--- config.mk ---
export PLATFORM = sky130hd
export DESIGN_NAME = sr_divider_10b5b
export DESIGN_NICKNAME = d
export VERILOG_FILES = /design/src/rtl/sr_divider_10b5b_pkg.sv /design/src/rtl/sr_divider_10b5b_fsm.sv /design/src/rtl/sr_divider_10b5b.sv
export SDC_FILE = /design/constraint.sdc
export NUM_CORES = 1
export LEC_CHECK = 0
export ABC_CLOCK_PERIOD_IN_PS = 2500
export CORE_UTILIZATION = 45
export CTS_BUF_LIST = sky130_fd_sc_hd__clkbuf_4
export DETAILED_ROUTE_END_ITERATION = 12
export HOLD_SLACK_MARGIN = 0.03
export PLACE_DENSITY = 0.78
export SYNTH_ARGS = -nofsm -noshare
export SYNTH_HDL_FRONTEND = slang
export SYNTH_SLANG_ARGS = --single-unit
--- constraint.sdc ---
create_clock -name CLK -period 2.5 [get_ports CLK]
set_input_delay 0.375 -clock CLK [delete_from_list [all_inputs] [get_ports CLK]]
set_output_delay 0.375 -clock CLK [all_outputs]
set_load 0.01 [all_outputs]
--- src/rtl/sr_divider_10b5b_pkg.sv ---
`default_nettype none
// +------------------------------------------------------------------+
// | sr_divider_10b5b_pkg : widths, iteration count, FSM state codes  |
// | Rev 1.0                                                          |
// +------------------------------------------------------------------+
package sr_divider_10b5b_pkg;

  localparam int DVD_W  = 10;
  localparam int DVS_W  = 5;
  localparam int P_W    = 6;
  localparam int N_ITER = 10;
  localparam int CNT_W  = 4;

  localparam logic [CNT_W-1:0] LAST_ITER = CNT_W'(N_ITER - 1);

  typedef enum logic [1:0] {
    ST_IDLE = 2'b00,
    ST_CALC = 2'b01,
    ST_DONE = 2'b10
  } state_e;

endpackage
`default_nettype wire

--- src/rtl/sr_divider_10b5b_fsm.sv ---
`default_nettype none
// +------------------------------------------------------------------+
// | sr_divider_10b5b_fsm : state register, iteration counter and     |
// | datapath control strobes for the restoring divider. Rev 1.0      |
// +------------------------------------------------------------------+
module sr_divider_10b5b_fsm
  import sr_divider_10b5b_pkg::*;
(
  input  logic clk,
  input  logic rst,
  input  logic btn,
  input  logic dvs_zero,
  output logic ld,
  output logic shift,
  output logic latch_out,
  output logic latch_div0,
  output logic busy,
  output logic done
);

  state_e             state_q, state_d;
  logic [CNT_W-1:0]   cnt_q, cnt_d;

  always_ff @(posedge clk) begin
    if (rst) begin
      state_q <= ST_IDLE;
      cnt_q   <= '0;
    end else begin
      state_q <= state_d;
      cnt_q   <= cnt_d;
    end
  end

  always_comb begin
    state_d    = state_q;
    cnt_d      = cnt_q;
    ld         = 1'b0;
    shift      = 1'b0;
    latch_out  = 1'b0;
    latch_div0 = 1'b0;
    case (state_q)
      ST_IDLE: begin
        if (btn) begin
          ld    = 1'b1;
          cnt_d = '0;
          // A zero divisor skips iteration entirely and reports at once.
          if (dvs_zero) begin
            latch_div0 = 1'b1;
            state_d    = ST_DONE;
          end else begin
            state_d    = ST_CALC;
          end
        end
      end
      ST_CALC: begin
        shift = 1'b1;
        cnt_d = cnt_q + 4'd1;
        if (cnt_q == LAST_ITER) begin
          latch_out = 1'b1;
          state_d   = ST_DONE;
        end
      end
      ST_DONE: begin
        if (!btn) begin
          state_d = ST_IDLE;
        end
      end
      default: begin
        state_d = ST_IDLE;
      end
    endcase
  end

  assign busy = (state_q == ST_CALC);
  assign done = (state_q == ST_DONE);

endmodule
`default_nettype wire

--- src/rtl/sr_divider_10b5b.sv ---
`default_nettype none
// +------------------------------------------------------------------+
// | sr_divider_10b5b : 10-bit / 5-bit unsigned shift-subtract        |
// | divider, one quotient bit per cycle. Rev 1.0                     |
// +------------------------------------------------------------------+
module sr_divider_10b5b
  import sr_divider_10b5b_pkg::*;
(
  input  logic             CLK,
  input  logic             RST,
  input  logic             BTN,
  input  logic [DVD_W-1:0] DVD,
  input  logic [DVS_W-1:0] DVS,
  output logic [DVD_W-1:0] QUO,
  output logic [DVS_W-1:0] REM,
  output logic             BUSY,
  output logic             DONE,
  output logic             DIV0
);

  logic ld, shift, latch_out, latch_div0;

  sr_divider_10b5b_fsm u_fsm (
    .clk        (CLK),
    .rst        (RST),
    .btn        (BTN),
    .dvs_zero   (DVS == '0),
    .ld         (ld),
    .shift      (shift),
    .latch_out  (latch_out),
    .latch_div0 (latch_div0),
    .busy       (BUSY),
    .done       (DONE)
  );

  logic [P_W-1:0]   p_q, p_d;
  logic [DVD_W-1:0] q_q, q_d;
  logic [DVS_W-1:0] d_q, d_d;
  logic [DVD_W-1:0] quo_q, quo_d;
  logic [DVS_W-1:0] rem_q, rem_d;
  logic             div0_q, div0_d;

  logic [P_W-1:0]   p_sh, p_it;
  logic [DVD_W-1:0] q_it;
  logic             ge;

  always_ff @(posedge CLK) begin
    if (RST) begin
      p_q    <= '0;
      q_q    <= '0;
      d_q    <= '0;
      quo_q  <= '0;
      rem_q  <= '0;
      div0_q <= 1'b0;
    end else begin
      p_q    <= p_d;
      q_q    <= q_d;
      d_q    <= d_d;
      quo_q  <= quo_d;
      rem_q  <= rem_d;
      div0_q <= div0_d;
    end
  end

  // One restoring step: P holds < D, so the shifted P fits in 6 bits.
  always_comb begin
    p_sh = {p_q[P_W-2:0], q_q[DVD_W-1]};
    ge   = (p_sh >= {1'b0, d_q});
    p_it = ge ? (p_sh - {1'b0, d_q}) : p_sh;
    q_it = {q_q[DVD_W-2:0], ge};
  end

  always_comb begin
    p_d    = p_q;
    q_d    = q_q;
    d_d    = d_q;
    quo_d  = quo_q;
    rem_d  = rem_q;
    div0_d = div0_q;
    if (ld) begin
      q_d = DVD;
      d_d = DVS;
      p_d = '0;
    end
    if (shift) begin
      p_d = p_it;
      q_d = q_it;
    end
    // Results move only on entry to DONE and are otherwise held.
    if (latch_out) begin
      quo_d  = q_it;
      rem_d  = p_it[DVS_W-1:0];
      div0_d = 1'b0;
    end
    if (latch_div0) begin
      quo_d  = '1;
      rem_d  = '0;
      div0_d = 1'b1;
    end
  end

  assign QUO  = quo_q;
  assign REM  = rem_q;
  assign DIV0 = div0_q;

endmodule
`default_nettype wire
==> out/qor.csv, run 1 <==
metric,value,unit
met1 global-route usage,25.8,%
Worst EP required,2.77,ns
Placeable Area,4030,µm²
cts hold-fix bufs,0,
grt peak-use layer,met2,
clock latency on the worst-skew pair,0.35,ns
"Max stage delay cell, worst path",fa_1,
Worst-Margin Slew,0.717,ns
"Max FO, Critical Path",7,
DR vias,1674,
Final Hold Fails,0,
Critical path buffers and inverters,2,
grt ovf,0,
CTS tree,built,
share of cells above drive strength 1,9.02,%
fin crit share,86.9,%
Power Dens Cells,584,nW/µm²
CP max stage delay,0.41,ns
Cell Rows,23,
synthesized-area fraction occupied by adder cells,5.64,%
postcts setup bufs,0,
setup TNS,0,ns
drt first pass iters,4,
VDD IR max,0.000315,V
final worst path period need,2.17,ns
CTS sink cnt,42,
Worst Path Arrival,2.44,ns
Worst Slack Setup Final,0.327,ns
Clock transition at path regs,0.12,ns
post-synth top area share,44.1,%
pre-CTS setup slack,0.332,ns
R2R cell count,9,
Area growth syn-to-layout,21.9,%
MaxCap Viol Count,0,
Crit. path cell count,9,
net count after synthesis,258,
initial DRC count,97,
post-cts sizing count,0,
Total GRT Usage,20.4,%
dpl hpwl,3.06,mm
crit path to,REM[1]$_SDFFE_PP0P_,
die width,67.1,µm
# port buffers,35,
Synth Area in XOR/XNOR,1.38,%
worst reg2reg path endpoint,REM[1]$_SDFFE_PP0P_,
RSZ-0062 raised after global routing,no,
initial core utilization,47.3,%
Max clock buf depth,2,
fillers,388,
combinational power share,21.8,%
Crit Path Category,reg -> reg,
first-pass GRT wire length,6.82,mm
post-synth design cell area,1910,µm²
Root Buffer,clkbuf_4,
"area leader, netlist",dfxtp_1,
Fin Clk Skew,0.00835,ns
post-synthesis sequential area ratio,44.1,%
status,"complete, no violations",
Post-Syn Instances,232,
f_max,460,MHz
setup-violating endpoint count in the final report,0,
flop2flop setup slack,0.33,ns
crit path launch,q_q[9]$_SDFFE_PP0P_,
routability cong.,0.859,
Pleak,0.871,nW
die span in y,67.1,µm
Max Slew Vio Count,0,
reg2reg start,q_q[9]$_SDFFE_PP0P_,
clock network power share,24.0,%
post-synthesis mux area share,2.69,%
Crit path max-delay family,adder cells,
NetSw,0.412,mW
Yosys Warn Count,0,
post-synthesis simple-gate area fraction,25.9,%
largest net degree at the start of global routing,19,
switching fraction of total power,30.4,%
sequence of cells on the critical path,inv_1 -> ha_1 -> inv_1 -> fa_1 -> a21oi_1 -> o211ai_2 -> or2_1 -> mux2i_1 -> a211oi_1,
n_diodes,0,
crit path capture type,register,
startpoint class of the critical path,register,
initial antenna violation count,0,
Die Footprint,4500,µm²
number of vias per cell,5.30,
Yosys cell types,41,
Critical Path Most Common Cell,inv_1,
most frequent cells in the layout,"dfxtp_1, nor2_1, nand2_1",
GRT met3 Usage,6.16,%
Compound-Gate Fraction of Synth Area,15.2,%
HP Class,reg -> reg,
fin nets,291,
drt drc,0,
I/O pins,36,
CTS Buf Count,5,
Slew HR,52.2,%
ranking of synthesized cells by area,"dfxtp_1, nor2_1, nand2_1, ha_1, a21oi_1",
Reg power frac,54.2,%
GR Util met2,33.6,%
register bit total from synthesis,42,
Routed wire per std cell,12.8,µm
vias in the first global route,1551,
Antenna Nets Post-Route,0,
syn_area_per_cell,8.22,µm²
Internal,0.945,mW
largest family of logic cells by synthesized area,simple AND/OR/NAND/NOR gates,
Post-Route WL,4.03,mm
htree depth,2,
area by class of cell:
cell class	instances	area [µm²]	share of cell area (%)
Multi-Input combinational cell	170	967	41.6
Tap cell	50	62.6	2.69
Sequential cell	42	841	36.2
Clock buffer	5	37.5	1.62
Timing Repair Buffer	37	365	15.7
Inverter	9	33.8	1.45
Clock inverter	3	16.3	0.700
metal layers:
layer / up-vias / wire [µm]
met5: - / 0
met4: 0 / 27
met3: 2 / 190
met2: 40 / 1910
met1: 779 / 1910
li1: 853 / -
metrics by stage:
stage	hold WS, ns	util, %	std cells	power (mW)	instance area (µm²)
6_report	0.463	57.7	316	1.36	2320
5_1_grt	0.489	57.7	316	1.43	2320
4_1_cts	0.464	57.7	316	1.37	2320
3_5_place_dp	0.447	56.3	308	1.04	2270
3_3_place_gp	0.443	56.3	308	1.04	2270
2_1_floorplan	0.417	-	232	0.973	1910
how the worst min path moves through the flow:
stage	startpoint	endpoint	slack [ns]	cells after the start
after detailed placement	d_q[1]$_SDFFE_PP0P_	d_q[1]$_SDFFE_PP0P_	0.45	2
after global routing	d_q[3]$_SDFFE_PP0P_	d_q[3]$_SDFFE_PP0P_	0.49	2
after global placement	d_q[4]$_SDFFE_PP0P_	d_q[4]$_SDFFE_PP0P_	0.44	2
final	d_q[3]$_SDFFE_PP0P_	d_q[3]$_SDFFE_PP0P_	0.46	2
after CTS	d_q[1]$_SDFFE_PP0P_	d_q[1]$_SDFFE_PP0P_	0.46	2
after floorplan	p_q[4]$_SDFFE_PP0P_	p_q[4]$_SDFFE_PP0P_	0.42	2
tightest hold or removal path, stage by stage, from the launching register on:
cell,delay (ns)
dfxtp_1,0.33
nand2_1,0.05
a21oi_1,0.05
cells in the mapped netlist, drive strengths merged:
| cell | count |
|---|---|
| a2111oi | 1 |
| a211oi | 3 |
| a21o | 2 |
| a21oi | 15 |
| a222oi | 1 |
| a22oi | 1 |
| a31oi | 10 |
| and2 | 1 |
| buf | 6 |
| clkbuf | 5 |
| dfxtp | 42 |
| fa | 1 |
| ha | 7 |
| inv | 9 |
| mux2 | 1 |
| mux2i | 4 |
| nand2 | 39 |
| nand2b | 3 |
| nand3 | 4 |
| nand3b | 1 |
| nand4 | 1 |
| nor2 | 45 |
| nor2b | 1 |
| nor4 | 8 |
| o211ai | 3 |
| o21a | 1 |
| o21ai | 7 |
| o2bb2ai | 1 |
| or2 | 4 |
| or3 | 1 |
| or4 | 1 |
| xnor2 | 3 |
logic make-up after synthesis:
group / count (synthesis)
simple gates: 109
compound gates: 45
flops: 42
buf+inv: 20
fa+ha+maj: 8
mux: 5
xor+xnor: 3
power groups by stage:
stage	sequential [mW]	combinational, mW	clock [mW]
after floorplan	0.743	0.230	0
after global placement	0.749	0.288	0
after detailed placement	0.750	0.294	0
after CTS	0.735	0.296	0.334
after global routing	0.741	0.327	0.362
final	0.736	0.296	0.326
registers in the layout, summed over array words and instances (netlist names):
name and count:
d_q 5, QUO 10, q_q 10, u_fsm.state_q 2
REM 5, DIV0 1, p_q 5, u_fsm.cnt_q 4
Note: power is estimated with default switching activity, not from simulation.
==> run 2, diff against run 1 <==
--- a/config.mk
+++ b/config.mk
@@ -11,6 +11,7 @@
 export DETAILED_ROUTE_END_ITERATION = 12
 export HOLD_SLACK_MARGIN = 0.03
 export PLACE_DENSITY = 0.78
+export SLEW_MARGIN = 30
 export SYNTH_ARGS = -nofsm -noshare
 export SYNTH_HDL_FRONTEND = slang
 export SYNTH_SLANG_ARGS = --single-unit
==> results of run 2 <==
Final layout, timing and power as in run 1 (identical DEF).
==> run 3, diff against run 2 <==
--- a/config.mk
+++ b/config.mk
@@ -15,3 +15,4 @@
 export SYNTH_ARGS = -nofsm -noshare
 export SYNTH_HDL_FRONTEND = slang
 export SYNTH_SLANG_ARGS = --single-unit
+export TNS_END_PERCENT = 1
==> results of run 3 <==
Final layout, timing and power as in run 1 (identical DEF).
